### src/rtl/ram_stream_pkg.sv
// Shared types and sizing for the RAM read-side streamer.
// Holds the sequencer state encoding and the output buffer geometry.
package ram_stream_pkg;

    typedef enum logic [1:0] {
        IDLE  = 2'd0,
        RUN   = 2'd1,
        DRAIN = 2'd2
    } state_t;

    localparam int BUF_DEPTH = 2;
    localparam int BUF_PTR_W = $clog2(BUF_DEPTH);
    localparam int BUF_CW    = $clog2(BUF_DEPTH + 1);

    // Length field is one bit wider than the address so a full-memory transfer fits.
    function automatic int calc_lw(input int awo);
        return awo + 1;
    endfunction

endpackage

### src/rtl/rd_skid_fifo.sv
// Two-entry synchronous FIFO carrying a data word plus a last sideband bit.
// Head entry is presented combinationally; simultaneous push and pop is allowed.
module rd_skid_fifo
    import ram_stream_pkg::*;
#(
    parameter int DW = 16
) (
    input  logic              clk,
    input  logic              rst_n,
    input  logic              push,
    input  logic [DW-1:0]     push_data,
    input  logic              push_last,
    input  logic              pop,
    output logic [DW-1:0]     head_data,
    output logic              head_last,
    output logic              head_valid,
    output logic [BUF_CW-1:0] count
);

    logic [DW-1:0]        data_mem [BUF_DEPTH];
    logic                 last_mem [BUF_DEPTH];
    logic [BUF_PTR_W-1:0] wr_ptr;
    logic [BUF_PTR_W-1:0] rd_ptr;

    always_ff @(posedge clk or negedge rst_n) begin
        if (!rst_n) begin
            for (int i = 0; i < BUF_DEPTH; i++) begin
                data_mem[i] <= '0;
                last_mem[i] <= 1'b0;
            end
            wr_ptr <= '0;
            rd_ptr <= '0;
            count  <= '0;
        end else begin
            if (push) begin
                data_mem[wr_ptr] <= push_data;
                last_mem[wr_ptr] <= push_last;
                wr_ptr           <= wr_ptr + BUF_PTR_W'(1);
            end
            if (pop) begin
                rd_ptr <= rd_ptr + BUF_PTR_W'(1);
            end
            case ({push, pop})
                2'b10:   count <= count + BUF_CW'(1);
                2'b01:   count <= count - BUF_CW'(1);
                default: count <= count;
            endcase
        end
    end

    assign head_data  = data_mem[rd_ptr];
    assign head_last  = last_mem[rd_ptr];
    assign head_valid = (count != '0);

endmodule

### src/rtl/ram_rd_streamer.sv
// Walks a contiguous RAM read range on command and streams the words out as
// valid/ready with a last marker, hiding the RAM's one-cycle read latency.
module ram_rd_streamer
    import ram_stream_pkg::*;
#(
    parameter int DWO = 16,
    parameter int AWO = 6,
    parameter int LW  = calc_lw(AWO)
) (
    input  logic           clk,
    input  logic           rst_n,
    input  logic           start,
    input  logic [AWO-1:0] start_addr,
    input  logic [LW-1:0]  start_len,
    output logic           busy,
    output logic           done,
    output logic [AWO-1:0] rd_addr,
    input  logic [DWO-1:0] rd_data,
    output logic [DWO-1:0] m_data,
    output logic           m_valid,
    input  logic           m_ready,
    output logic           m_last
);

    localparam int OW = BUF_CW + 1;

    state_t            state;
    state_t            state_next;
    logic [LW-1:0]     issue_cnt;
    logic              inflight;
    logic              inflight_last;
    logic [BUF_CW-1:0] buf_count;
    logic [DWO-1:0]    buf_data;
    logic              buf_last;
    logic              buf_valid;
    logic [OW-1:0]     occupancy;
    logic              pop;
    logic              accept;
    logic              zero_cmd;
    logic              issue;
    logic              final_issue;
    logic              last_hs;

    // Occupancy after this edge counts the word already in flight, so two slots never overflow.
    always_comb begin
        pop         = buf_valid & m_ready;
        accept      = (state == IDLE) && start && (start_len != '0);
        zero_cmd    = (state == IDLE) && start && (start_len == '0);
        occupancy   = {1'b0, buf_count} + OW'(inflight) - OW'(pop);
        issue       = (state == RUN) && (occupancy < OW'(BUF_DEPTH));
        final_issue = issue && (issue_cnt == LW'(1));
        last_hs     = pop && buf_last;
    end

    always_ff @(posedge clk or negedge rst_n) begin
        if (!rst_n) begin
            state <= IDLE;
        end else begin
            state <= state_next;
        end
    end

    always_comb begin
        state_next = state;
        case (state)
            IDLE:    if (accept)      state_next = RUN;
            RUN:     if (final_issue) state_next = DRAIN;
            DRAIN:   if (last_hs)     state_next = IDLE;
            default:                  state_next = IDLE;
        endcase
    end

    // The address loaded on start is the first read; each later issue advances it.
    always_ff @(posedge clk or negedge rst_n) begin
        if (!rst_n) begin
            rd_addr       <= '0;
            issue_cnt     <= '0;
            inflight      <= 1'b0;
            inflight_last <= 1'b0;
            done          <= 1'b0;
        end else begin
            if (accept) begin
                rd_addr   <= start_addr;
                issue_cnt <= start_len;
            end else if (issue) begin
                rd_addr   <= rd_addr + AWO'(1);
                issue_cnt <= issue_cnt - LW'(1);
            end
            inflight      <= issue;
            inflight_last <= final_issue;
            done          <= zero_cmd || ((state == DRAIN) && last_hs);
        end
    end

    rd_skid_fifo #(
        .DW (DWO)
    ) u_fifo (
        .clk        (clk),
        .rst_n      (rst_n),
        .push       (inflight),
        .push_data  (rd_data),
        .push_last  (inflight_last),
        .pop        (pop),
        .head_data  (buf_data),
        .head_last  (buf_last),
        .head_valid (buf_valid),
        .count      (buf_count)
    );

    always_comb begin
        busy    = (state != IDLE);
        m_valid = buf_valid;
        m_data  = buf_data;
        m_last  = buf_valid & buf_last;
    end

endmodule

### config.mk
export PLATFORM = sky130hd
export DESIGN_NAME = ram_rd_streamer
export DESIGN_NICKNAME = d
export VERILOG_FILES = /design/src/rtl/ram_stream_pkg.sv /design/src/rtl/rd_skid_fifo.sv /design/src/rtl/ram_rd_streamer.sv
export SDC_FILE = /design/constraint.sdc
export NUM_CORES = 1
export LEC_CHECK = 0
export ABC_CLOCK_PERIOD_IN_PS = 4500
export CORE_AREA = 2 2 85 87
export DETAILED_ROUTE_END_ITERATION = 8
export DIE_AREA = 0 0 87 89
export SLEW_MARGIN = 30
export SYNTH_ARGS = -nofsm -noshare
export SYNTH_HDL_FRONTEND = slang
export SYNTH_SLANG_ARGS = --single-unit
### constraint.sdc
create_clock -name clk -period 4.5 [get_ports clk]
set_input_delay 0.9 -clock clk [delete_from_list [all_inputs] [get_ports clk]]
set_output_delay 0.9 -clock clk [all_outputs]
set_load 0.01 [all_outputs]
==> results of run 1 <==
==> cell usage in the layout, fill, tap and decap left out, drive strengths merged, types with 3 or more instances in the layout <==
cell	Yosys	final
a21oi	10	10
a221o	4	4
clkbuf	4	5
clkdlybuf4s50	0	57
dfrtp	56	56
ha	3	3
inv	6	6
mux2	50	50
nand2	9	9
nand2b	5	5
nand3	4	4
nor2	14	14
nor3	3	3
nor4	6	6
o21ai	4	4
o41ai	3	3
xnor2	5	5
xor2	3	3
==> worst max-delay path, stage by stage <==
cell and delay [ns]:
sky130_fd_sc_hd__clkdlybuf4s50_1 0.51, sky130_fd_sc_hd__nand2_1 0.07, sky130_fd_sc_hd__nor2_1 0.18, sky130_fd_sc_hd__a21oi_1 0.09, sky130_fd_sc_hd__nand2b_1 0.17, sky130_fd_sc_hd__fa_1 0.42, sky130_fd_sc_hd__xnor2_1 0.26, sky130_fd_sc_hd__nand2_1 0.27
sky130_fd_sc_hd__nor4_1 0.48, sky130_fd_sc_hd__o21ai_0 0.14
==> worst paths after layout <==
path                            startpoint                   to  cells past startpoint
setup / recovery                   m_ready             state[0]                     10
hold / removal               inflight_last   u_fifo.last_mem[0]                      1
setup reg to reg           u_fifo.count[1]             state[0]                      9
hold reg to reg              inflight_last   u_fifo.last_mem[0]                      1
max in group asynchronous            rst_n           rd_addr[0]                      2
min in group asynchronous            rst_n  u_fifo.data_mem[15]                      2
==> where the power goes <==
part	switching (mW)	leakage, nW	internal (mW)
Sequential	0.216	0.667	0.745
Clock	0.160	0.0642	0.219
Combinational	0.505	0.662	0.740
==> logic make-up after synthesis <==
logic type	synth area share, %
multiplexers	21.5
adder cells (fa/ha/maj)	2.16
buffers and inverters	2.30
flip-flops	52.6
AO/OA/AOI/OAI	7.85
AND/OR/NAND/NOR	10.9
XOR/XNOR	2.63
==> layer usage <==
| layer | vias to the layer above | routed length (microns) |
|---|---|---|
| met2 | 53 | 2490 |
| met4 | 0 | 95 |
| li1 | 899 | - |
| met3 | 9 | 240 |
| met5 | - | 0 |
| met1 | 910 | 2480 |
==> registers in the layout, indices dropped and copies added (netlist names) <==
signal           count
issue_cnt            7
u_fifo.rd_ptr        1
u_fifo.wr_ptr        1
done                 1
inflight             1
u_fifo.count         2
state                2
inflight_last        1
u_fifo.last_mem      2
rd_addr              6
u_fifo.data_mem     32
==> metrics by stage <==
step / cell area (sq um) / cells / setup WS, ns / utilization [%] / hold slack [ns]
finish: 3440 / 354 / 1.14 / 51.2 / 0.502
global route: 3440 / 354 / 0.792 / 51.2 / 0.528
CTS: 3440 / 354 / 1.12 / 51.2 / 0.504
global placement: 3310 / 347 / 0.897 / 49.3 / 0.481
detailed placement: 3310 / 347 / 0.829 / 49.3 / 0.488
floorplan: 2660 / 216 / 1.66 / - / 0.463
==> final cells by class <==
type | instances | area [sq um] | area share (%)
clock buffers | 5 | 68.8 | 2.00
well taps | 80 | 100 | 2.91
repair buffers | 59 | 583 | 16.9
flip-flops and latches | 56 | 1400 | 40.7
multi-input cells | 146 | 1210 | 35.1
inverters | 6 | 22.5 | 0.654
clock inverters | 2 | 60.1 | 1.74
==> flow_summary_export.csv, run 1 <==
group,metric,value,unit
drt,detail_route.vias_per_cell,5.29,
layout,antenna_cells,0,
layout,nFillCells,609,
sta,period_share,74.7,%
global_routing,grtUsageMet1,19.7,%
global_routing,grt_start_max_net_pins,57,
sta,maxClockFrequency,298,MHz
floorplanning,pin_count,59,
cts,worstSkewPairLatency,0.31,ns
logic_synthesis,synth-seq-area-share,52.6,%
drt,drc,0,
logic_synthesis,count_of_cell_types_in_the_netlist,41,
global_routing,grt_overflow_total,0,
setup_path,timing.critical_path.arrival,3.49,ns
sta,grt_setup_unrepaired,"no",
layout,drive_above_1_share,23.4,%
setup_path,setup.worst_path.start_class,"primary input",
cts,cts_root_buf,"sky130_fd_sc_hd__clkbuf_8",
logic_synthesis,netlist_top_cells_count,"sky130_fd_sc_hd__dfrtp_1, sky130_fd_sc_hd__mux2_2, sky130_fd_sc_hd__nor2_1, sky130_fd_sc_hd__a21oi_1, sky130_fd_sc_hd__nand2_1",
setup_path,timing.reg2reg.setup_slack,1.70,ns
pwr,total_power,2.58,mW
pwr,power_density,751,nW/um^2
drt,drt_first_pass_iters,4,
global_routing,gr-max-usage-layer,"met2",
logic_synthesis,syn-num-nets,253,
global_routing,use_met3,3.60,%
cts,cts_setup_buffers,0,
cts,cts-root-to-sink-buffers,2,
global_routing,grtUsageTotal,15.2,%
placement,gp_routability_congestion,0.788,
logic_synthesis,number_of_storage_elements_in_the_synthesis_netlist,56,
sta,report.final.slew_viol_count,0,
global_routing,grt_pass1_wl,9140,microns
pwr,power.ir.vdd_worst,0.000310,V
logic_synthesis,synth_top_cell_area_share,52.6,%
flow_run,max_cap_viol_count,0,
drt,vias,1871,
floorplanning,die_x,87,microns
sta,timing.final.crit_period,3.36,ns
floorplanning,number_of_standard_cell_rows_in_the_floorplan,30,
logic_synthesis,cell_with_the_most_instances_after_synthesis,"sky130_fd_sc_hd__dfrtp_1",
pwr,power.leakage,1.39,nW
layout,num-nets-final,311,
placement,io_buffer_count,58,
logic_synthesis,synthesis.yosys.warnings,0,
sta,setup_viol_count_final,0,
cts,clkSlewWorstSetupHoldPaths,0.10,ns
logic_synthesis,postSynth.topFlopCell,"sky130_fd_sc_hd__dfrtp_1",
status,status,"complete, no violations",
floorplanning,die_footprint,7740,sq um
setup_path,cp_data_required_time,4.63,ns
drt,ant_nets,0,
floorplanning,core-area,6720,sq um
drt,drt-wirelength-per-cell,15.0,microns
cts,cts-buffers-inserted,5,
sta,final.setup_skew,0.0116,ns
logic_synthesis,synth_top_cell_by_area,"sky130_fd_sc_hd__dfrtp_1",
logic_synthesis,mappedNetlistArea,2660,sq um
cts,cts_resized,0,
logic_synthesis,synthTopCellsByArea,"sky130_fd_sc_hd__dfrtp_1, sky130_fd_sc_hd__mux2_2, sky130_fd_sc_hd__nor2_1",
setup_path,critical_path.endpoint_type,"register",
floorplanning,floorplan.die.height,89,microns
global_routing,number_of_antenna_violations_at_the_first_check_in_global_routing,0,
sta,worst_pin_slew,0.951,ns
placement,hpwlAfterDp,3610,microns
cts,cts_hold_buffers,0,
sta,finalHoldViolations,0,
sta,slew_headroom,35.9,%
global_routing,grt_pass1_vias,1910,
logic_synthesis,postSynth.asyncResetShare,100,%
sta,finalSetupTns,0,ns
setup_path,worstPathMaxFanout,9,
setup_path,critPathKind,"primary input to register",
drt,drt_first_iter_violations,85,
layout,layout-area-overhead-vs-synth,29.3,%
logic_synthesis,number_of_enable_type_register_cells_in_the_synthesized_netlist,0,
logic_synthesis,synthesis.area_per_instance,12.3,sq um
drt,totalWireLength,5310,microns
cts,clock_sinks,56,
logic_synthesis,postSynthCellCount,216,
global_routing,global_route_met2_usage,25.2,%
floorplanning,initial_utilization,39.6,%
cts,number_of_levels_in_the_clock_h_tree,2,
cts,cts_tree,"done",
min_path,hold_path.class,"register to register",
(Power assumes the default switching activity.)
==> run 2, diff against run 1 <==
--- a/config.mk
+++ b/config.mk
@@ -5,7 +5,7 @@
 export SDC_FILE = /design/constraint.sdc
 export NUM_CORES = 1
 export LEC_CHECK = 0
-export ABC_CLOCK_PERIOD_IN_PS = 4500
+export ABC_CLOCK_PERIOD_IN_PS = 3160
 export CORE_AREA = 2 2 85 87
 export DETAILED_ROUTE_END_ITERATION = 8
 export DIE_AREA = 0 0 87 89
==> constraint.sdc (replaced) <==
create_clock -name clk -period 3.16 [get_ports clk]
set_input_delay 0.632 -clock clk [delete_from_list [all_inputs] [get_ports clk]]
set_output_delay 0.632 -clock clk [all_outputs]
set_load 0.01 [all_outputs]
==> run 2 against run 1 <==
Effect of this change: critical path depth up 1; worst hold slack worse by 0.20 ns; combinational power up 54%; largest power group unchanged; sequential power rose by 38%; register-to-register slack worse by 1.1 ns; via count shrank 0.32%; cell area rose by 0.87%; critical path type unchanged; final cell count rose by 3.1%; clock-buffer cell count rose by 1; critical endpoint is now issue_cnt[1]; clock skew is 0.0025 ns lower.
==> flow_summary_export.csv, run 2 (synthesis gave the netlist of run 1 again) <==
group,metric,value,unit
status,status,"complete, no violations",
sta,maxClockFrequency,352,MHz
floorplanning,die_footprint,7740,sq um
drt,vias,1865,
sta,period_share,89.9,%
setup_path,critPathKind,"primary input to register",
placement,io_buffer_count,58,
min_path,hold_path.class,"primary input to asynchronous set/reset pin",
global_routing,grtUsageTotal,14.6,%
cts,worstSkewPairLatency,0.31,ns
setup_path,critical_path.endpoint_type,"register",
cts,number_of_levels_in_the_clock_h_tree,2,
layout,regArea,1400,sq um
drt,ant_nets,0,
pwr,power.leakage,1.42,nW
setup_path,cp_data_required_time,3.35,ns
drt,totalWireLength,5300,microns
cts,cts_hold_buffers,0,
sta,finalHoldViolations,0,
layout,flip_flop_count_of_the_largest_register_all_copies_and_words_added,32,
layout,mostFrequentLayoutCell,"sky130_fd_sc_hd__clkdlybuf4s50_1",
global_routing,grt_pass1_vias,1845,
setup_path,timing.reg2reg.setup_slack,0.61,ns
global_routing,grt_start_max_net_pins,33,
drt,drt-wirelength-per-cell,14.5,microns
drt,drc,0,
setup_path,timing.critical_path.arrival,3.03,ns
placement,cell_count_after_placement,357,
setup_path,setup.worst_path.start_class,"primary input",
floorplanning,initial_utilization,39.6,%
floorplanning,floorplan.die.height,89,microns
pwr,power.ir.vdd_worst,0.000457,V
sta,finalSetupTns,0,ns
setup_path,r2r-end,"issue_cnt[1]",
cts,cts-buffers-inserted,5,
sta,final.setup_skew,0.00904,ns
setup_path,number_of_cell_instances_on_the_worst_register_to_register_path,10,
placement,gp_routability_congestion,0.726,
sta,grt_setup_unrepaired,"no",
drt,detail_route.vias_per_cell,5.11,
layout,drive_above_1_share,26.0,%
pwr,total_power,3.65,mW
layout,largestRegisters,"u_fifo.data_mem: 32 flops, issue_cnt: 7 flops, rd_addr: 6 flops",
floorplanning,core-area,6720,sq um
setup_path,r2r_start,"u_fifo.count[1]",
sta,setup_viol_count_final,0,
layout,layout.cells.most_common_list,"sky130_fd_sc_hd__clkdlybuf4s50_1, sky130_fd_sc_hd__dfrtp_1, sky130_fd_sc_hd__mux2_2",
floorplanning,number_of_standard_cell_rows_in_the_floorplan,30,
flow_run,max_cap_viol_count,0,
layout,multiInputGateArea,1200,sq um
cts,cts_tree,"done",
layout,instances_no_fill,365,
global_routing,number_of_antenna_violations_at_the_first_check_in_global_routing,0,
placement,hpwlAfterDp,3750,microns
layout,antenna_cells,0,
layout,design_area,3470,sq um
placement,postPlaceCellArea,3380,sq um
pwr,power_density,1050,nW/um^2
floorplanning,pin_count,59,
sta,timing.final.crit_period,2.84,ns
cts,clock_sinks,56,
cts,cts_resized,0,
sta,slew_headroom,38.3,%
global_routing,grt_overflow_total,0,
floorplanning,die_x,87,microns
layout,layout-area-overhead-vs-synth,30.5,%
layout,nFillCells,635,
layout,num-nets-final,321,
setup_path,worstPathMaxFanout,5,
global_routing,grt_pass1_wl,8870,microns
sta,report.final.slew_viol_count,0,
drt,drt_first_pass_iters,4,
drt,drt_first_iter_violations,74,
cts,cts-root-to-sink-buffers,2,
layout,largest-register,"u_fifo.data_mem",
cts,cts_setup_buffers,0,
sta,worst_pin_slew,0.921,ns
cts,clkSlewWorstSetupHoldPaths,0.10,ns
cts,cts_root_buf,"sky130_fd_sc_hd__clkbuf_8",
-- run 2: changes by cell type in the layout (fill, tap and decap cells not counted) --
cell                         previous run  this run
sky130_fd_sc_hd__buf_4                  1        11
sky130_fd_sc_hd__clkinv_4               0         1
sky130_fd_sc_hd__nor2b_2                0         1
sky130_fd_sc_hd__nor2b_4                1         0
sky130_fd_sc_hd__clkinvlp_4             0         1
sky130_fd_sc_hd__bufinv_16              2         0
sky130_fd_sc_hd__clkbuf_1               0         1
-- run 2: layout make-up --
cell class	instances	area share (%)
Inverter	6	0.648
Sequential cell	56	40.3
Timing Repair Buffer	69	18.9
Clock inverter	2	0.468
Clock buffer	6	2.09
Multi-Input combinational cell	146	34.6
Tap cell	80	2.88
-- run 2: critical path: stages --
cell and delay, ns:
sky130_fd_sc_hd__clkdlybuf4s50_1 0.51, sky130_fd_sc_hd__nand2_1 0.07, sky130_fd_sc_hd__nor2_1 0.14, sky130_fd_sc_hd__a21oi_1 0.08
sky130_fd_sc_hd__nand2b_1 0.17, sky130_fd_sc_hd__fa_1 0.52, sky130_fd_sc_hd__and3b_1 0.18, sky130_fd_sc_hd__nand2_1 0.13
sky130_fd_sc_hd__inv_1 0.15, sky130_fd_sc_hd__nor2_1 0.11, sky130_fd_sc_hd__a221o_1 0.33
-- run 2: metal layers --
metal  up-vias  GRT usage, %  wire (microns)
met5         -             0               0
met4         0          3.41              45
met3         7          3.32             240
met2        46          23.8            2430
met1       889          19.8            2590
li1        923             -               -
-- run 2: how the worst max path moves through the flow --
| stage | cells after the start | endpoint | slack (ns) | startpoint |
|---|---|---|---|---|
| after floorplan | 11 | issue_cnt[4] | 0.58 | u_fifo.count[1] |
| after global placement | 11 | rd_addr[3] | 0.07 | m_ready |
| after detailed placement | 11 | issue_cnt[1] | 0.03 | m_ready |
| after CTS | 11 | issue_cnt[1] | 0.32 | m_ready |
| after global routing | 11 | rd_addr[3] | 0.09 | m_ready |
| final | 11 | issue_cnt[1] | 0.32 | m_ready |
-- run 2: where the power goes --
| group | total, mW | internal [mW] | switching, mW |
|---|---|---|---|
| Sequential | 1.33 | 1.06 | 0.267 |
| Clock | 0.395 | 0.158 | 0.237 |
| Combinational | 1.93 | 1.16 | 0.774 |
-- run 2: per-stage QoR --
step	hold WS [ns]	utilization, %	setup slack, ns
after floorplan	0.336	-	0.578
after global placement	0.481	50.4	0.0666
after global routing	0.342	51.7	0.0893
after detailed placement	0.487	50.4	0.0284
after CTS	0.316	51.7	0.321
final	0.301	51.7	0.321
==> edit, RTL diff (config.mk and constraints of run 2) <==
`AWO`: 6 -> 3.
--- a/src/rtl/ram_rd_streamer.sv
+++ b/src/rtl/ram_rd_streamer.sv
@@ -4,7 +4,7 @@
     import ram_stream_pkg::*;
 #(
     parameter int DWO = 16,
-    parameter int AWO = 6,
+    parameter int AWO = 3,
     parameter int LW  = calc_lw(AWO)
 ) (
     input  logic           clk,
Interface: changed (resized rd_addr, start_addr and start_len); port bits go from 59 to 50. The function was not compared with the original's and may differ.
==> edit against run 2 <==
Routed wire length is 17% lower. Worst setup slack better by 0.053 ns. Design area is 13% lower. Power is 11% lower. Synthesized area is 12% lower. Hold slack better by 0.028 ns. Sequential cell count is 6 lower. Critical endpoint is now m_data[15]. Largest power group unchanged. Highest routed layer unchanged.
==> edit: results (changes against run 2) <==
Parameter                              Value

CTS
  Later-pin clock latency in the skew report    0.31 ns (about the same)
  Worst-case clock buffer depth    2 (unchanged)
  Post-CTS Resized    0 (unchanged)
  Number of buffers inserted during clock tree synthesis    5 (unchanged)
  Clock-pin slew on the worst setup and hold paths    0.10 ns (about the same)
  CTS H-tree lvls    2 (unchanged)

GRT
  Pin count of the biggest net entering global routing    28 (-15%)
  Global router's overall resource usage    12.2% (-2.3 points)
  GR Util met2    19.3% (-4.5 points)
  First-pass GRT wire length    7.21 mm (-19%)
  Grt ovf    0 (unchanged)
  Global Route met1 Usage    16.4% (-3.4 points)
  Met3 capacity usage during global routing    3.60% (+0.28 points)

Cells and area
  Number of antenna cells inserted    0 (unchanged)
  Registers with the most flip-flops    u_fifo.data_mem (32), issue_cnt (4), rd_addr (3)
  Count of placed standard cells in the final layout, fillers left out    309 (-15%)
  Net total in the final layout    259 (-19%)
  Share of final-layout standard cells stronger than drive strength 1    31.9% (+5.9 points)
  Filler cell count in the final layout    623 (-1.9%)

Worst setup path
  Largest driver fanout on the critical path    13 (+8)
  Arrival time at the worst endpoint    2.15 ns (-0.88 ns)

Synth
  Most used DFF post-synth    dfrtp_1
  Distinct cell type count of the synthesized netlist    36 (-12%)
  Sequential cell area fraction in the yosys report    53.4% (+0.73 points)
  Share of the synthesized netlist area taken by xor and xnor gates    1.87% (-0.76 points)
  Synth Area in Compound Gates    4.96% (-2.9 points)
  Async SR Flop Fraction    100% (unchanged)
  Adder-cell area share of the yosys netlist    2.45% (+0.29 points)
  Gate count after technology mapping    175 (-19%)
  Commonest cells in the synthesized netlist    dfrtp_1 (50), mux2_2 (50), inv_1 (9), nand2_1 (9)
  Portion of netlist area occupied by mux cells    24.4% (+2.9 points)
  Number of nets in the synthesized netlist    206 (-19%)
  Synth warn    0 (unchanged)
  Biggest area contributors in the synthesized netlist    dfrtp_1 (53%), mux2_2 (24%), ha_1 (1.6%)

Placed design
  Sum of net half-perimeters after detailed placement    3.11 mm (-17%)
  Cell total after placement    301 (-16%)
  Pre-CTS WS    0.109 ns (+0.0806 ns)
  Final weighted congestion in routability-driven placement    0.728 (+0.32%)
  Total cell area at the placement stage    2920 sq um (-14%)
  Count of input and output buffers    49 (-16%)

Route
  Met3 wire length    214 um (-11%)
  Detailed Routing Iterations Pass 1    4 (unchanged)
  Violation count after the first detailed-route iteration    33 (-55%)
  Average detailed-routed wire length per instance    14.2 um (-2.2%)
  WL met1    2.12 mm (-18%)
  Vias after detailed routing    1461 (-22%)
  Met2 wire length    2.00 mm (-17%)

Power
  Maximum resistive drop on vdd    374 uV (-18%)
  Leakage power total    1.26 nW (-11%)

STA
  Clock Skews    0.00866 ns (-0.000381 ns)
  Tightest slew margin relative to the limit    48.2% (+9.9 points)

Outcome
  Outcome    completed
edit: cell count changes after synthesis, moves of 3 or more:
cell and delta:
nor4_1 -6, buf_2 +4, a221o_1 -4, nor3_1 -3, dfrtp_1 -6, inv_1 +3
clkbuf_1 -4, a21oi_1 -8, nor2_1 -9
edit: logic make-up (layout without fill, tap and decap cells):
kind of cell             count (synthesis)  in the layout
AO/OA/AOI/OAI                           17             17
multiplexers                            51             51
flip-flops                              50             50
adder cells (fa/ha/maj)                  4              4
XOR/XNOR                                 5              5
buffers and inverters                   15             69
AND/OR/NAND/NOR                         33             33
edit: worst max-delay path: stages (launching register included):
cell	delay, ns
dfrtp_1	0.77
buf_4	0.27
mux2_2	0.33
clkdlybuf4s50_1	0.47
edit: final cells by class:
type	count	area [sq um]	area share (%)
Clock inverter	3	28.8	0.953
Clock buffer	5	68.8	2.28
Sequential cell	50	1250	41.4
Inverter	9	33.8	1.12
Multi-Input combinational cell	110	1030	34.1
Timing Repair Buffer	52	508	16.8
Tap cell	80	100	3.31
edit: path summary, 6_finish.rpt:
check	start	endpoint	slack (ns)	cells after the start
setup / recovery	u_fifo.rd_ptr	m_data[15]	0.37	3
hold / removal	rst_n	u_fifo.data_mem[22]	0.33	1
setup reg to reg	u_fifo.count[1]	state[0]	0.85	8
hold reg to reg	u_fifo.data_mem[20]	u_fifo.data_mem[20]	0.51	1
max in group asynchronous	rst_n	u_fifo.data_mem[13]	2.10	2
min in group clk	u_fifo.data_mem[20]	u_fifo.data_mem[20]	0.51	1
edit: power by group:
part           total, mW  switching, mW  internal, mW  leakage, nW
combinational       1.66          0.663          1.00        0.607
clock              0.397          0.232         0.164       0.0502
sequential          1.20          0.240         0.961        0.599
